$ cat src/rtl/round_sequencer_pkg.sv
// Shared state encoding, default constants and score helper for the whac-a-mole round sequencer.
package round_sequencer_pkg;

  typedef enum logic [2:0] {
    StIdle,
    StArm,
    StWait,
    StHit,
    StMiss,
    StGap,
    StOver
  } state_e;

  localparam int unsigned TICK_DIV_DEF   = 50_000_000;
  localparam int unsigned WIN_INIT_DEF   = 9;
  localparam int unsigned WIN_MIN_DEF    = 2;
  localparam int unsigned STREAK_LEN_DEF = 3;
  localparam int unsigned ROUNDS_DEF     = 10;
  localparam int unsigned GAP_TICKS_DEF  = 1;

  localparam int unsigned SCORE_W = 4;
  localparam logic [SCORE_W-1:0] SCORE_MAX = '1;

  // Saturating +1 / -1 on the score.
  function automatic logic [SCORE_W-1:0] score_step(input logic [SCORE_W-1:0] s,
                                                    input logic up);
    if (up) return (s == SCORE_MAX) ? s : s + 1'b1;
    return (s == '0) ? s : s - 1'b1;
  endfunction

endpackage

$ cat src/rtl/round_sequencer_tick_gen.sv
// Prescaler: one-cycle o_tick every TICK_DIV cycles; i_clr restarts the count at zero.
module round_sequencer_tick_gen #(
  parameter int unsigned TICK_DIV = 4
) (
  input  logic i_clk,
  input  logic i_rst_n,
  input  logic i_clr,
  output logic o_tick
);

  localparam int unsigned CW = (TICK_DIV > 1) ? $clog2(TICK_DIV) : 1;
  localparam logic [CW-1:0] LAST = CW'(TICK_DIV - 1);

  logic [CW-1:0] r_cnt;
  logic          w_wrap;

  assign w_wrap = (r_cnt == LAST);
  assign o_tick = w_wrap && !i_clr;

  always_ff @(posedge i_clk or negedge i_rst_n) begin
    if (!i_rst_n) begin
      r_cnt <= '0;
    end else if (i_clr || w_wrap) begin
      r_cnt <= '0;
    end else begin
      r_cnt <= r_cnt + 1'b1;
    end
  end

endmodule

$ cat src/rtl/round_sequencer.sv
// Whac-a-mole round controller: latches a mole, counts down the response window, judges hits,
// drives score pulses, shrinks the window on hit streaks and ends the game after ROUNDS rounds.
module round_sequencer
  import round_sequencer_pkg::*;
#(
  parameter int unsigned TICK_DIV   = TICK_DIV_DEF,
  parameter int unsigned WIN_INIT   = WIN_INIT_DEF,
  parameter int unsigned WIN_MIN    = WIN_MIN_DEF,
  parameter int unsigned STREAK_LEN = STREAK_LEN_DEF,
  parameter int unsigned ROUNDS     = ROUNDS_DEF,
  parameter int unsigned GAP_TICKS  = GAP_TICKS_DEF
) (
  input  logic               systemClock,
  input  logic               reset,
  input  logic               startSwitch,
  input  logic               hitValid,
  input  logic [1:0]         hitKey,
  input  logic [1:0]         moleIn,
  output logic               newMole,
  output logic [1:0]         mole,
  output logic               enable,
  output logic [3:0]         timer,
  output logic               add_score,
  output logic               minus_score,
  output logic [SCORE_W-1:0] score,
  output logic [3:0]         round,
  output logic               W,
  output logic               timeUp,
  output logic               gameOver
);

  localparam logic [3:0] WIN_INIT_L  = 4'(WIN_INIT);
  localparam logic [3:0] WIN_MIN_L   = 4'(WIN_MIN);
  localparam logic [3:0] STREAK_LAST = 4'(STREAK_LEN - 1);
  localparam logic [3:0] ROUND_LAST  = 4'(ROUNDS - 1);
  localparam logic [7:0] GAP_LAST    = 8'(GAP_TICKS - 1);

  state_e             r_state;
  logic [1:0]         r_mole;
  logic [3:0]         r_timer;
  logic [SCORE_W-1:0] r_score;
  logic [3:0]         r_round;
  logic               r_w;
  logic [3:0]         r_streak;
  logic [3:0]         r_window;
  logic [7:0]         r_gap_cnt;
  logic               r_new_mole;
  logic               r_enable;
  logic               r_add_score;
  logic               r_minus_score;
  logic               r_time_up;
  logic               r_game_over;
  logic               w_tick;
  logic               w_tick_clr;

  // The prescaler only runs in WAIT and GAP, so it restarts from zero on entry to either.
  assign w_tick_clr = (r_state != StWait) && (r_state != StGap);

  round_sequencer_tick_gen #(
    .TICK_DIV(TICK_DIV)
  ) u_tick_gen (
    .i_clk  (systemClock),
    .i_rst_n(reset),
    .i_clr  (w_tick_clr),
    .o_tick (w_tick)
  );

  always_ff @(posedge systemClock or negedge reset) begin
    if (!reset) begin
      r_state       <= StIdle;
      r_mole        <= '0;
      r_timer       <= '0;
      r_score       <= '0;
      r_round       <= '0;
      r_w           <= 1'b0;
      r_streak      <= '0;
      r_window      <= WIN_INIT_L;
      r_gap_cnt     <= '0;
      r_new_mole    <= 1'b0;
      r_enable      <= 1'b0;
      r_add_score   <= 1'b0;
      r_minus_score <= 1'b0;
      r_time_up     <= 1'b0;
      r_game_over   <= 1'b0;
    end else begin
      r_new_mole    <= 1'b0;
      r_add_score   <= 1'b0;
      r_minus_score <= 1'b0;
      r_time_up     <= 1'b0;
      if (!startSwitch && (r_state != StIdle)) begin
        r_state     <= StIdle;
        r_enable    <= 1'b0;
        r_game_over <= 1'b0;
      end else begin
        unique case (r_state)
          StIdle: begin
            if (startSwitch) begin
              r_score    <= '0;
              r_round    <= '0;
              r_streak   <= '0;
              r_window   <= WIN_INIT_L;
              r_new_mole <= 1'b1;
              r_state    <= StArm;
            end
          end
          StArm: begin
            r_mole   <= moleIn;
            r_timer  <= r_window;
            r_enable <= 1'b1;
            r_state  <= StWait;
          end
          StWait: begin
            // A hit in the same cycle as the expiry wrap wins over the timeout.
            if (hitValid) begin
              r_enable <= 1'b0;
              if (hitKey == r_mole) begin
                r_add_score <= 1'b1;
                r_state     <= StHit;
              end else begin
                r_minus_score <= 1'b1;
                r_state       <= StMiss;
              end
            end else if (w_tick) begin
              if (r_timer == '0) begin
                r_enable      <= 1'b0;
                r_minus_score <= 1'b1;
                r_time_up     <= 1'b1;
                r_state       <= StMiss;
              end else begin
                r_timer <= r_timer - 1'b1;
              end
            end
          end
          StHit: begin
            r_w       <= 1'b1;
            r_score   <= score_step(r_score, 1'b1);
            r_gap_cnt <= '0;
            r_state   <= StGap;
            if (r_streak == STREAK_LAST) begin
              r_streak <= '0;
              if (r_window > WIN_MIN_L) r_window <= r_window - 1'b1;
            end else begin
              r_streak <= r_streak + 1'b1;
            end
          end
          StMiss: begin
            r_w       <= 1'b0;
            r_score   <= score_step(r_score, 1'b0);
            r_streak  <= '0;
            r_gap_cnt <= '0;
            r_state   <= StGap;
          end
          StGap: begin
            if (w_tick) begin
              if (r_gap_cnt == GAP_LAST) begin
                r_round <= r_round + 1'b1;
                if (r_round == ROUND_LAST) begin
                  r_game_over <= 1'b1;
                  r_state     <= StOver;
                end else begin
                  r_new_mole <= 1'b1;
                  r_state    <= StArm;
                end
              end else begin
                r_gap_cnt <= r_gap_cnt + 1'b1;
              end
            end
          end
          StOver:  r_game_over <= 1'b1;
          default: r_state <= StIdle;
        endcase
      end
    end
  end

  assign newMole     = r_new_mole;
  assign mole        = r_mole;
  assign enable      = r_enable;
  assign timer       = r_timer;
  assign add_score   = r_add_score;
  assign minus_score = r_minus_score;
  assign score       = r_score;
  assign round       = r_round;
  assign W           = r_w;
  assign timeUp      = r_time_up;
  assign gameOver    = r_game_over;

endmodule

$ cat config.mk
export PLATFORM = sky130hd
export DESIGN_NAME = round_sequencer
export DESIGN_NICKNAME = d
export VERILOG_FILES = /design/src/rtl/round_sequencer_pkg.sv /design/src/rtl/round_sequencer_tick_gen.sv /design/src/rtl/round_sequencer.sv
export SDC_FILE = /design/constraint.sdc
export NUM_CORES = 1
export LEC_CHECK = 0
export ABC_CLOCK_PERIOD_IN_PS = 3200
export CORE_MARGIN = 3
export CORE_UTILIZATION = 25
export CTS_BUF_LIST = sky130_fd_sc_hd__clkbuf_2 sky130_fd_sc_hd__clkbuf_4 sky130_fd_sc_hd__clkbuf_8
export DETAILED_ROUTE_END_ITERATION = 7
export GPL_TIMING_DRIVEN = 0
export PLACE_DENSITY = 0.47
export SLEW_MARGIN = 20
export SYNTH_ARGS = -nofsm -noshare
export SYNTH_HDL_FRONTEND = slang
export SYNTH_HIERARCHICAL = 1
export SYNTH_SLANG_ARGS = --single-unit
$ cat constraint.sdc
create_clock -name systemClock -period 3.2 [get_ports systemClock]
set_clock_uncertainty 0.1 [all_clocks]
set_input_delay 0.32 -clock systemClock [delete_from_list [all_inputs] [get_ports systemClock]]
set_output_delay 0.32 -clock systemClock [all_outputs]
set_load 0.02 [all_outputs]
==> results.ini <==
[worst_setup_path]
path_class=reg -> reg
slowest_stage=or4_1
cp_top_family=simple AND/OR/NAND/NOR gates
critPathLaunchType=flip-flop
end_kind=flip-flop
crit_buf_inv=1
required_ns=3.37
crit_fanout=6
cp.arrival_ns=3.18
critPathMaxStageDelay_ns=0.61
path_cells=ha_2, nand3_1, or4_1, nor3_4, inv_2, or4_4, a21oi_4, o21ai_1, a22oi_2

[route]
drt_wl_total_um=9150
drc=0
vias=3192
antenna_left=0
dr.pass1.iters=4
drt_iter0_drc=201
viasPerCell=4.96
wire_per_inst_um=14.2

[timing]
hold_slack_ns=0.322
timing.fmax_mhz=333
setup_ws_ns=0.193
finalSetupViolations=0
min_period_ns=3.01
rsz0062_at_grt=false
final.period_utilization_pct=94.0
hold_viol_final=0
setup_tns_ns=0
tightestPinTransition_ns=0.998
max-slew-margin-rel_pct=33.0
final_max_slew_viol_count=0

[power_and_ir_drop]
p_leak_nw=1.79
irDropWorstVdd_mv=0.155
powerDensity_mw_per_mm2=596

[placed_design]
dp_worst_setup_slack_ns=-0.438
dpl_cell_area_mm2=0.00428
place_congestion=0.806
dp_hpwl_um=6600
placedCellCount=623
io_buffers=28

[final_layout]
multiInputGateArea_mm2=0.00198
nFillCells=1500
final_cell_count_no_fill=643
drive_above_1_share_pct=10.7
antenna_cells=0
areaGrowthSynthToFinish_pct=20.4
fin_nets=472
seq_area_mm2=0.00165
fin_area_mm2=0.00451

[yosys]
yosysUniqueCellTypes=63
avgSynthCellArea_um2=9.14
yosys_warnings=6
synth_edf_count=0
syn_area_mm2=0.00375
synthFlopType=dfrtp_1
yosysSeqAreaShare_pct=44.1
postSynthNetCount=428
async_flop_share_pct=100
synth_top_area_share_pct=42.7
synth_seq_cells=66
ys_top_cells_by_area=dfrtp_1, nor2_1, nand2_1
synth_area_leader_cell=dfrtp_1
postSynthCellCount=410

[global_routing]
grt_pass1_vias=3119
antenna_found_initial=0
grt_pass1_wl_um=15500
grt_overflow=0
grt_max_degree=43
groute.usage.overall_pct=11.5

[die]
num_io_pins=29
dieArea_mm2=0.0165
core_mm2=0.0146
start_util_pct=25.7
dieWidth_um=128
die_h_um=128
num_rows=44

[clocking]
cts_max_level=3
insertion_delay_ns=0.35
clkTransAtPathRegs_ns=0.07
cts_max_path_buffers=2
numCtsBuffers=9
cts_tree=done
cts_sinks=66
cts_root_buffer=clkbuf_8

[outcome]
outcome=completed

[flow_run]
drv_cap=0

[hold_path]
hold_class=in -> async

state kept, by name, indices dropped and copies added (netlist names):
| name | flops |
|---|---|
| r_streak | 4 |
| timer | 4 |
| u_tick_gen/r_cnt | 26 |
| r_gap_cnt | 8 |
| r_window | 4 |
| newMole | 1 |
| gameOver | 1 |
| W | 1 |
| minus_score | 1 |
| round | 4 |
| add_score | 1 |
| score | 4 |
| enable | 1 |
| r_state | 3 |
| mole | 2 |
| timeUp | 1 |
power breakdown:
| group | internal [W] | total, W | switching (W) |
|---|---|---|---|
| clock network | 0.000346 | 0.000660 | 0.000314 |
| registers | 0.000939 | 0.00104 | 0.000102 |
| logic | 0.000380 | 0.000987 | 0.000607 |
| total | 0.00167 | 0.00269 | 0.00102 |
per-stage QoR:
step	utilization, %	power [W]
3_5_place_dp	29.4	0.00203
5_1_grt	30.9	0.00288
3_3_place_gp	29.2	0.00202
6_report	30.9	0.00269
4_1_cts	30.7	0.00272
2_1_floorplan	-	0.00168
final timing paths:
| check | from | end | slack (ns) | depth (start not counted) |
|---|---|---|---|---|
| worst min-delay path | reset | timer[2] | 0.32 | 2 |
| worst max-delay path | u_tick_gen/r_cnt[0] | timer[3] | 0.19 | 9 |
| max in group asynchronous | reset | r_window[3] | 2.12 | 3 |
| min in group systemClock | gameOver | gameOver | 0.39 | 2 |
| worst max register to register | u_tick_gen/r_cnt[0] | timer[3] | 0.19 | 9 |
| worst min register to register | gameOver | gameOver | 0.39 | 2 |
layout make-up:
class | instances | area share (%)
multi-input cells | 312 | 43.9
flip-flops and latches | 66 | 36.7
repair buffers | 32 | 7.32
well taps | 184 | 5.10
clock buffers | 15 | 3.88
inverters | 19 | 1.58
plain buffers | 14 | 1.44
clock inverters | 1 | 0.111
cell usage after synthesis (6+ instances only):
cell type and count:
dfrtp_1 64, xor2_1 14, nor2_1 41, nand4_1 11
inv_1 18, buf_2 7, xnor2_1 11, nor4_1 7
ha_1 10, nand2_1 36, o31ai_1 8, nor3_1 11
o21ai_0 27, nand3_1 23, a21oi_1 21, or4_1 6
or3_1 10
cell families (layout without fill, tap and decap cells):
kind of cell / count (synthesis) / in the layout / share of synthesized area (%)
fa+ha+maj: 10 / 10 / 3.34
buf+inv: 33 / 81 / 3.64
mux: 3 / 3 / 0.868
flops: 66 / 66 / 44.1
xor+xnor: 25 / 25 / 5.84
simple gates: 183 / 183 / 26.7
compound gates: 90 / 91 / 15.5
placed cells by master (no fill, tap or decap), types with 6 or more instances in the layout:
master,count
ha_1,9
nor3_1,10
nand2_1,36
clkbuf_8,10
or4_1,6
or3_1,10
o21ai_0,27
xnor2_1,11
a21oi_1,21
nor4_1,7
nor2_1,40
o31ai_1,8
clkdlybuf4s50_1,27
nand4_1,11
nand3_1,23
inv_1,18
dfrtp_1,64
xor2_1,14
buf_2,7
repair_timing:
item | CTS | global route
setup buffers | 0 | 2
resized for setup | 2 | 2
hold endpoints to repair | 24 | 0
setup endpoints to repair | 16 | 4
pin swaps | 0 | 2
cloned | 0 | 1
hold buffers | 1 | 0
layer usage:
layer,track usage (%),share of wire [%]
met5,0,0
met3,2.49,3.2
met1,15.9,50
met2,16.9,44
met4,5.56,2.1
(Power assumes the default switching activity.)
